### src/rtl/cmp_threshold_filter_if.sv
// Sample/config bundle and filtered-decision outputs for cmp_threshold_filter.
// The master drives samples in; the slave (the filter) drives the decision out.
interface cmp_threshold_filter_if #(
    parameter int WIDTH = 8,
    parameter int OUT_W = 8,
    parameter int CNT_W = 4
);
    logic             in_valid;
    logic [WIDTH-1:0] A;
    logic [WIDTH-1:0] B;
    logic [2:0]       op;
    logic             is_signed;
    logic [WIDTH-1:0] hyst;
    logic [CNT_W-1:0] debounce;
    logic             out_valid;
    logic [OUT_W-1:0] Out;
    logic             state;
    logic             raw;
    logic             changed;

    modport master (
        output in_valid, A, B, op, is_signed, hyst, debounce,
        input  out_valid, Out, state, raw, changed
    );

    modport slave (
        input  in_valid, A, B, op, is_signed, hyst, debounce,
        output out_valid, Out, state, raw, changed
    );
endinterface

### src/rtl/cmp_threshold_filter.sv
// Two-stage threshold comparator with hysteresis and consecutive-sample debounce.
// Stage 1 captures and extends the sample; stage 2 decides and drives the mask.
module cmp_threshold_filter #(
    parameter int WIDTH = 8,
    parameter int OUT_W = 8,
    parameter int CNT_W = 4
) (
    input logic                 clk,
    input logic                 rst_n,
    cmp_threshold_filter_if.slave bus
);
    // Two guard bits let B +/- hyst span its full range without wrapping.
    localparam int XW = WIDTH + 2;

    localparam logic [2:0] OP_GE = 3'd0;
    localparam logic [2:0] OP_GT = 3'd1;
    localparam logic [2:0] OP_LE = 3'd2;
    localparam logic [2:0] OP_LT = 3'd3;
    localparam logic [2:0] OP_EQ = 3'd4;
    localparam logic [2:0] OP_NE = 3'd5;

    logic             r_s1_valid;
    logic [XW-1:0]    r_s1_a;
    logic [XW-1:0]    r_s1_b;
    logic [XW-1:0]    r_s1_hyst;
    logic [2:0]       r_s1_op;
    logic [CNT_W-1:0] r_s1_debounce;

    logic             r_out_valid;
    logic [OUT_W-1:0] r_out;
    logic             r_state;
    logic             r_raw;
    logic             r_changed;
    logic [CNT_W-1:0] r_cnt;

    logic [XW-1:0]    w_a_ext;
    logic [XW-1:0]    w_b_ext;
    logic [XW-1:0]    w_thr;
    logic             w_raw;
    logic             w_state_next;
    logic             w_flip;
    logic [CNT_W-1:0] w_cnt_next;

    assign w_a_ext = bus.is_signed ? {{2{bus.A[WIDTH-1]}}, bus.A} : {2'b00, bus.A};
    assign w_b_ext = bus.is_signed ? {{2{bus.B[WIDTH-1]}}, bus.B} : {2'b00, bus.B};

    always_ff @(posedge clk or negedge rst_n) begin
        if (!rst_n) begin
            r_s1_valid    <= 1'b0;
            r_s1_a        <= '0;
            r_s1_b        <= '0;
            r_s1_hyst     <= '0;
            r_s1_op       <= '0;
            r_s1_debounce <= '0;
        end else begin
            r_s1_valid <= bus.in_valid;
            if (bus.in_valid) begin
                r_s1_a        <= w_a_ext;
                r_s1_b        <= w_b_ext;
                r_s1_hyst     <= {2'b00, bus.hyst};
                r_s1_op       <= bus.op;
                r_s1_debounce <= bus.debounce;
            end
        end
    end

    // Hysteresis widens the band only in the direction that would release the current state.
    // Both signedness modes fit in the signed XW-bit domain, so one signed compare serves all.
    always_comb begin
        w_thr = r_s1_b;
        w_raw = 1'b0;
        case (r_s1_op)
            OP_GE, OP_GT: if (r_state) w_thr = r_s1_b - r_s1_hyst;
            OP_LE, OP_LT: if (r_state) w_thr = r_s1_b + r_s1_hyst;
            default:      w_thr = r_s1_b;
        endcase
        case (r_s1_op)
            OP_GE:   w_raw = $signed(r_s1_a) >= $signed(w_thr);
            OP_GT:   w_raw = $signed(r_s1_a) >  $signed(w_thr);
            OP_LE:   w_raw = $signed(r_s1_a) <= $signed(w_thr);
            OP_LT:   w_raw = $signed(r_s1_a) <  $signed(w_thr);
            OP_EQ:   w_raw = r_s1_a == r_s1_b;
            OP_NE:   w_raw = r_s1_a != r_s1_b;
            default: w_raw = 1'b0;
        endcase
    end

    always_comb begin
        w_flip       = 1'b0;
        w_state_next = r_state;
        w_cnt_next   = '0;
        if (w_raw != r_state) begin
            if (r_cnt == r_s1_debounce) begin
                w_flip       = 1'b1;
                w_state_next = w_raw;
            end else begin
                w_cnt_next = r_cnt + CNT_W'(1);
            end
        end
    end

    always_ff @(posedge clk or negedge rst_n) begin
        if (!rst_n) begin
            r_out_valid <= 1'b0;
            r_out       <= '0;
            r_state     <= 1'b0;
            r_raw       <= 1'b0;
            r_changed   <= 1'b0;
            r_cnt       <= '0;
        end else begin
            r_out_valid <= r_s1_valid;
            r_changed   <= r_s1_valid & w_flip;
            if (r_s1_valid) begin
                r_raw   <= w_raw;
                r_state <= w_state_next;
                r_out   <= {OUT_W{w_state_next}};
                r_cnt   <= w_cnt_next;
            end
        end
    end

    assign bus.out_valid = r_out_valid;
    assign bus.Out       = r_out;
    assign bus.state     = r_state;
    assign bus.raw       = r_raw;
    assign bus.changed   = r_changed;
endmodule

### src/flat_wrapper.sv
// flat-port wrapper written by rule: the top's interface ports become plain ports
module cmp_threshold_filter_flat 
#(
    parameter int WIDTH = 8,
    parameter int OUT_W = 8,
    parameter int CNT_W = 4
)
  (clk, rst_n, bus_in_valid, bus_A, bus_B, bus_op, bus_is_signed, bus_hyst, bus_debounce, bus_out_valid, bus_Out, bus_state, bus_raw, bus_changed);
  cmp_threshold_filter_if #(.WIDTH(WIDTH), .OUT_W(OUT_W), .CNT_W(CNT_W)) bus_i ();
  input logic clk;
  input logic rst_n;
  input wire logic [$bits(bus_i.in_valid)-1:0] bus_in_valid;
  input wire logic [$bits(bus_i.A)-1:0] bus_A;
  input wire logic [$bits(bus_i.B)-1:0] bus_B;
  input wire logic [$bits(bus_i.op)-1:0] bus_op;
  input wire logic [$bits(bus_i.is_signed)-1:0] bus_is_signed;
  input wire logic [$bits(bus_i.hyst)-1:0] bus_hyst;
  input wire logic [$bits(bus_i.debounce)-1:0] bus_debounce;
  output wire logic [$bits(bus_i.out_valid)-1:0] bus_out_valid;
  output wire logic [$bits(bus_i.Out)-1:0] bus_Out;
  output wire logic [$bits(bus_i.state)-1:0] bus_state;
  output wire logic [$bits(bus_i.raw)-1:0] bus_raw;
  output wire logic [$bits(bus_i.changed)-1:0] bus_changed;
  assign bus_i.in_valid = bus_in_valid;
  assign bus_i.A = bus_A;
  assign bus_i.B = bus_B;
  assign bus_i.op = bus_op;
  assign bus_i.is_signed = bus_is_signed;
  assign bus_i.hyst = bus_hyst;
  assign bus_i.debounce = bus_debounce;
  assign bus_out_valid = bus_i.out_valid;
  assign bus_Out = bus_i.Out;
  assign bus_state = bus_i.state;
  assign bus_raw = bus_i.raw;
  assign bus_changed = bus_i.changed;
  cmp_threshold_filter #(.WIDTH(WIDTH), .OUT_W(OUT_W), .CNT_W(CNT_W)) u_core (.clk(clk), .rst_n(rst_n), .bus(bus_i));
endmodule
### config.mk
export PLATFORM = sky130hd
export DESIGN_NAME = cmp_threshold_filter_flat
export DESIGN_NICKNAME = d
export VERILOG_FILES = /design/src/rtl/cmp_threshold_filter_if.sv /design/src/rtl/cmp_threshold_filter.sv /design/src/flat_wrapper.sv
export SDC_FILE = /design/constraint.sdc
export NUM_CORES = 1
export LEC_CHECK = 0
export ABC_AREA = 1
export BUFFER_PORTS_ARGS = -buffer_cell sky130_fd_sc_hd__buf_2
export CORE_ASPECT_RATIO = 1.75
export CORE_UTILIZATION = 52
export DETAILED_ROUTE_END_ITERATION = 8
export PLACE_DENSITY = 0.78
export SLEW_MARGIN = 0
export SYNTH_ARGS = -nofsm -noshare
export SYNTH_HDL_FRONTEND = slang
export SYNTH_SLANG_ARGS = --single-unit
### constraint.sdc
create_clock -name clk -period 3.28 [get_ports clk]
set_input_delay 0.492 -clock clk [delete_from_list [all_inputs] [get_ports clk]]
set_output_delay 0.492 -clock clk [all_outputs]
set_load 0.005 [all_outputs]
**Yosys cells after proc, flatten, opt, wreduce, memory -nomap -nowiden**

Cells that the tools add are included.

- Add/sub/neg operators: 3
- Magnitude comparators: 4
- Equal/unequal tests: 9
- Mux-type cells: 12
- Bitwise gates (word level): 1
- Reduce and logical (&&, ||, !) cells: 3

Operators with widths:

| operator | count |
|---|---|
| 10-bit two-way mux | 4 |
| 10-bit one-hot mux with 2 select lines | 1 |
| 10-bit by 8-bit adder with 10-bit output | 1 |
| 10-bit == test | 1 |
| 10-bit greater-or-equal comparator | 1 |
| 10-bit greater-than comparator | 1 |
| 10-bit <= comparator | 1 |
| 10-bit less-than comparator | 1 |
| 10-bit != test | 1 |
| 10-bit by 8-bit subtractor with 10-bit output | 1 |
| 4-bit two-way mux | 2 |
| 3-bit by 2-bit == test with 1-bit output (second input constant) | 2 |
| 3-bit == test (second input constant) | 2 |
| 1-bit one-hot mux with 6 select lines | 1 |
| 4-bit by 1-bit adder with 4-bit output (second input constant) | 1 |
| 4-bit == test | 1 |
| 1-bit two-way mux | 4 |
| 2-bit OR reduction | 2 |
| 3-bit by 1-bit == test with 1-bit output (second input constant) | 1 |
| 3-bit zero test | 1 |
| 1-bit AND | 1 |
| 1-bit != test | 1 |

- Register bits: 45
- Input bits: 35
- Output and inout bits: 12
- Word-level logic and storage cells: 44

**Longest topological paths before layout**

- Depth in word-level cells: 8
- Mapped depth: 29
- Depth with buffers taken out: 29

**Worst setup path after synthesis**

OpenSTA, ideal clock, no wires.

- Path type: register to register
- From: register u_core.r_s1_b[0]
- To: register u_core.r_cnt[0]
- Library setup time: 118 ps
- Arrival time: 3045 ps
- Required time: 3162 ps
- Slack: 118 ps
- Stages on the path, launching flop included: 26
- Buffers on the path: 0
- Clock period less this slack: 3162 ps
- Cell sequence: dfrtp_1 inv_2 ha_1 fa_1 nand3b_1 nand2_1 nand2_1 o211ai_1 xor2_1 nand2_1 o211ai_1 nand3_1 nand2_1 ha_1 nand2_1 inv_2 a21oi_1 nand3_1 nand2_1 nand3_1 nand2_1 inv_1 nor2_2 nand3_2 nand3_1 nand2_1

- Word-level cells in the longest chain between the ends: 7
- Elaborated cells between the ends (all ways): 14
- Those cells by class: add/sub: 2; order compare: 4; eq/ne: 3; mux: 5

RTL lines:

| what | line | source |
|---|---|---|
| start, declared | cmp_threshold_filter.sv:24 | `logic [XW-1:0] r_s1_b;` |
| start signal, assigned | cmp_threshold_filter.sv:59 | `r_s1_b <= w_b_ext;` |
| 10-bit by 8-bit adder with 10-bit output / 10-bit by 8-bit subtractor with 10-bit output (equally long branches) | cmp_threshold_filter.sv:74, cmp_threshold_filter.sv:73 |  |
| 10-bit two-way mux, on equally long branches | cmp_threshold_filter.sv:74, cmp_threshold_filter.sv:73 |  |
| 10-bit one-hot mux with 2 select lines | cmp_threshold_filter.sv:72 | `case (r_s1_op)` |
| 10-bit less-than comparator (tied with other cells) | cmp_threshold_filter.sv:81 | `OP_LT: w_raw = $signed(r_s1_a) < $signed(w_thr);` |
| 1-bit one-hot mux with 6 select lines (*) | cmp_threshold_filter.sv:77 | `case (r_s1_op)` |
| 1-bit != test (*) | cmp_threshold_filter.sv:92 | `if (w_raw != r_state) begin` |
| 4-bit two-way mux (*) | cmp_threshold_filter.sv:92 |  |
| end signal, assigned | cmp_threshold_filter.sv:117 | `r_cnt <= w_cnt_next;` |
| end, declared | cmp_threshold_filter.sv:34 | `logic [CNT_W-1:0] r_cnt;` |

Every way passes the cells marked *; elsewhere a longest branch is shown, timed or not.
A chain may end at the register's enable or synchronous reset.

**Final worst setup path**

- From: register u_core.r_s1_b[0]
- To: register u_core.r_cnt[2]

Same word-level chain as after synthesis.

==> results.cfg <==
[critical_path]
worstPathArrival_ps = 3690
worstPathMaxFanout = 5
end_kind = flip-flop
crit_path_start_kind = flip-flop
reg2reg_depth = 25
crit_type = reg -> reg
required_ps = 3480

[grt]
overflow = 0
grtUsageTotal_pct = 30.2
grt_pass1_wl_um = 14600
grt_max_degree = 62
antenna_found_initial = 0
grt_pass1_vias = 3226

[power]
p_per_area_nw_per_um2 = 535
p_switching_mw = 0.911
p_leak_nw = 2.16
max-vdd-ir-drop_mv = 0.401
clockPowerShare_pct = 19.6
power_mw = 2.20
p_comb_share_pct = 50.3
switching_share_pct = 41.4
internal_power_mw = 1.29
pwr-share-seq_pct = 30.0

[clock_tree]
clock_path_buffers = 2
cts_buffers = 5
insertion_delay_ps = 310
clk_pin_slew_ps = 80
hold_buffers = 0
cts.sinks = 42
cts_tree = done
root_buffer = clkbuf_8
ctsHtreeMaxLevel = 2

[synthesis]
yosys-top-cells-area = dfrtp_1, nand2_1, ha_1
ys_seq_area_share_pct = 32.4
ys_types = 33
syn_nets = 522
synth_edf_count = 0
postSynthCellCount = 458
yosysTopAreaCellShare_pct = 32.4
async_flop_share_pct = 100
ys_seq_elements = 42
synth_top_area_cell = dfrtp_1
synth.yosys.warnings = 0
syn_area_um2 = 3250
syn_avg_cell_area_um2 = 7.09
synthFlopType = dfrtp_1

[sta]
whs_ps = 329
tns_ps = -1290
rsz0062_at_grt = yes
fin_crit_sh_pct = 106
fmax_mhz = 287
fin_worst_skew_ps = 7.93
worstMarginPinSlew_ps = 964
hold_violations = 0
finalMaxSlewViolations = 0
slew_headroom_pct = 35.8
min_period_ps = 3480
setup_violations = 7
setup_slack_ps = -205

[placement]
pre_cts_slack_ps = -170
place_area_um2 = 3700
place_hpwl_um = 6420
numPortBuffers = 46
gp_congestion = 0.887
placed_cells = 594

[finish]
fill_cells = 505
num_antenna_cells = 0
utilization_pct = 68.9
final_common_cell = nand2_1
nets = 597
fin_cells = 611
design_area_um2 = 4120
area_growth_pct = 26.8
layout_common_cells = nand2_1, inv_1, buf_2
drive_gt1_share_pct = 30.8

[floorplan]
placementRows = 37
die_y_um = 107
core_um2 = 5970
die_w_um = 61.7
die_area_um2 = 6580
start_util_pct = 54.4
ioPinCount = 47

[outcome]
outcome = finished, violations left
failed_checks = negative setup slack

[detailed_routing]
dr_total_vias = 3220
drc = 0
wl_per_cell_um = 14.9
dr.pass1.iters = 4
postRouteAntennaNets = 0
drtIter0Drc = 156
vias_per_cell = 5.27
wl_um = 9090

[worst_hold_path]
hp-class = in -> async

[job]
maxCapViolations = 0
==> metal layers <==
layer	wire (um)	part of all wire (%)	track usage [%]
met1	3230	36	32.5
met2	5070	56	54.1
met3	281	3.1	4.26
met4	513	5.6	15.1
met5	0	0	0
==> state kept, by name, indices dropped and copies added, names as in the netlist, 3 cells and up <==
name                  count
u_core.r_s1_a             9
u_core.r_s1_b             9
u_core.r_cnt              4
u_core.r_s1_op            3
u_core.r_s1_debounce      4
u_core.r_s1_hyst          8
==> final cells by class <==
class / instances / area [um2] / share of cell area (%)
multi-input cells: 332 / 2060 / 50.1
flip-flops and latches: 42 / 1050 / 25.6
repair buffers: 88 / 549 / 13.3
inverters: 64 / 240 / 5.84
well taps: 78 / 97.6 / 2.37
clock buffers: 6 / 82.6 / 2.01
clock inverters: 1 / 30.0 / 0.729
==> critical path, cell delays in order, from the launching register on <==
cell and delay [ps]:
dfrtp_1 390, inv_2 70, ha_4 160, fa_2 350, nand3b_1 200, nand2_2 90, nand2_1 70, o211ai_1 110
xor2_1 160, nand2_1 60, o211ai_1 90, nand3_1 110, nand2_2 90, ha_4 200, nand2_2 80, inv_2 50
a21oi_4 180, nand3_2 100, nand2_2 110, nand3_2 110, nand2_2 130, inv_2 60, nor2_4 110, nand3_4 130
nand3_2 100, nand2_1 50
==> power groups by stage <==
stage / combinational [mW] / clock, mW / sequential [mW]
5_1_grt: 1.23 / 0.454 / 0.668
3_5_place_dp: 0.933 / 0 / 0.667
4_1_cts: 1.01 / 0.439 / 0.658
3_3_place_gp: 0.916 / 0 / 0.661
2_1_floorplan: 0.654 / 0 / 0.660
6_report: 1.11 / 0.432 / 0.661
==> final timing paths <==
| kind | startpoint | end | slack [ps] |
|---|---|---|---|
| hold reg to reg | u_core.r_s1_valid$_DFF_PN0_ | u_core.bus.out_valid$_DFF_PN0_ | 470 |
| setup / recovery | u_core.r_s1_b[0]$_DFFE_PN0P_ | u_core.r_cnt[2]$_DFFE_PN0P_ | -200 |
| min in group clk | bus_A[4] | u_core.r_s1_a[4]$_DFFE_PN0P_ | 380 |
| hold / removal | rst_n | u_core.r_s1_hyst[2]$_DFFE_PN0P_ | 330 |
| max in group asynchronous | rst_n | u_core.r_s1_hyst[0]$_DFFE_PN0P_ | 2300 |
| setup reg to reg | u_core.r_s1_b[0]$_DFFE_PN0P_ | u_core.r_cnt[2]$_DFFE_PN0P_ | -200 |
==> synth_stat cells (2+ instances only) <==
library cell / number
nand3_1: 28
xor2_1: 11
o21ai_0: 38
inv_2: 10
o211ai_1: 2
nand3_2: 3
nor2_2: 4
o21ai_1: 5
ha_1: 27
o22ai_1: 2
clkbuf_1: 9
nand2_1: 126
nand4_1: 4
a21oi_1: 25
mux2_2: 4
xnor2_1: 3
fa_1: 2
inv_1: 54
buf_4: 8
nand2_2: 3
dfrtp_1: 42
nor2_1: 34
nor3_1: 4
==> cell families after synthesis <==
kind of cell	share of synthesized area [%]
fa+ha+maj	11.6
compound gates	12.1
simple gates	27.8
buf+inv	11.0
mux	1.39
flops	32.4
xor+xnor	3.78
==> what timing repair did <==
item,4_1_cts,5_1_grt
pin swaps,11,18
setup endpoints to repair,7,7
gates resized for setup,19,33
endpoints found under the hold margin,0,0
setup buffers,6,4
(Power assumes the default switching activity.)
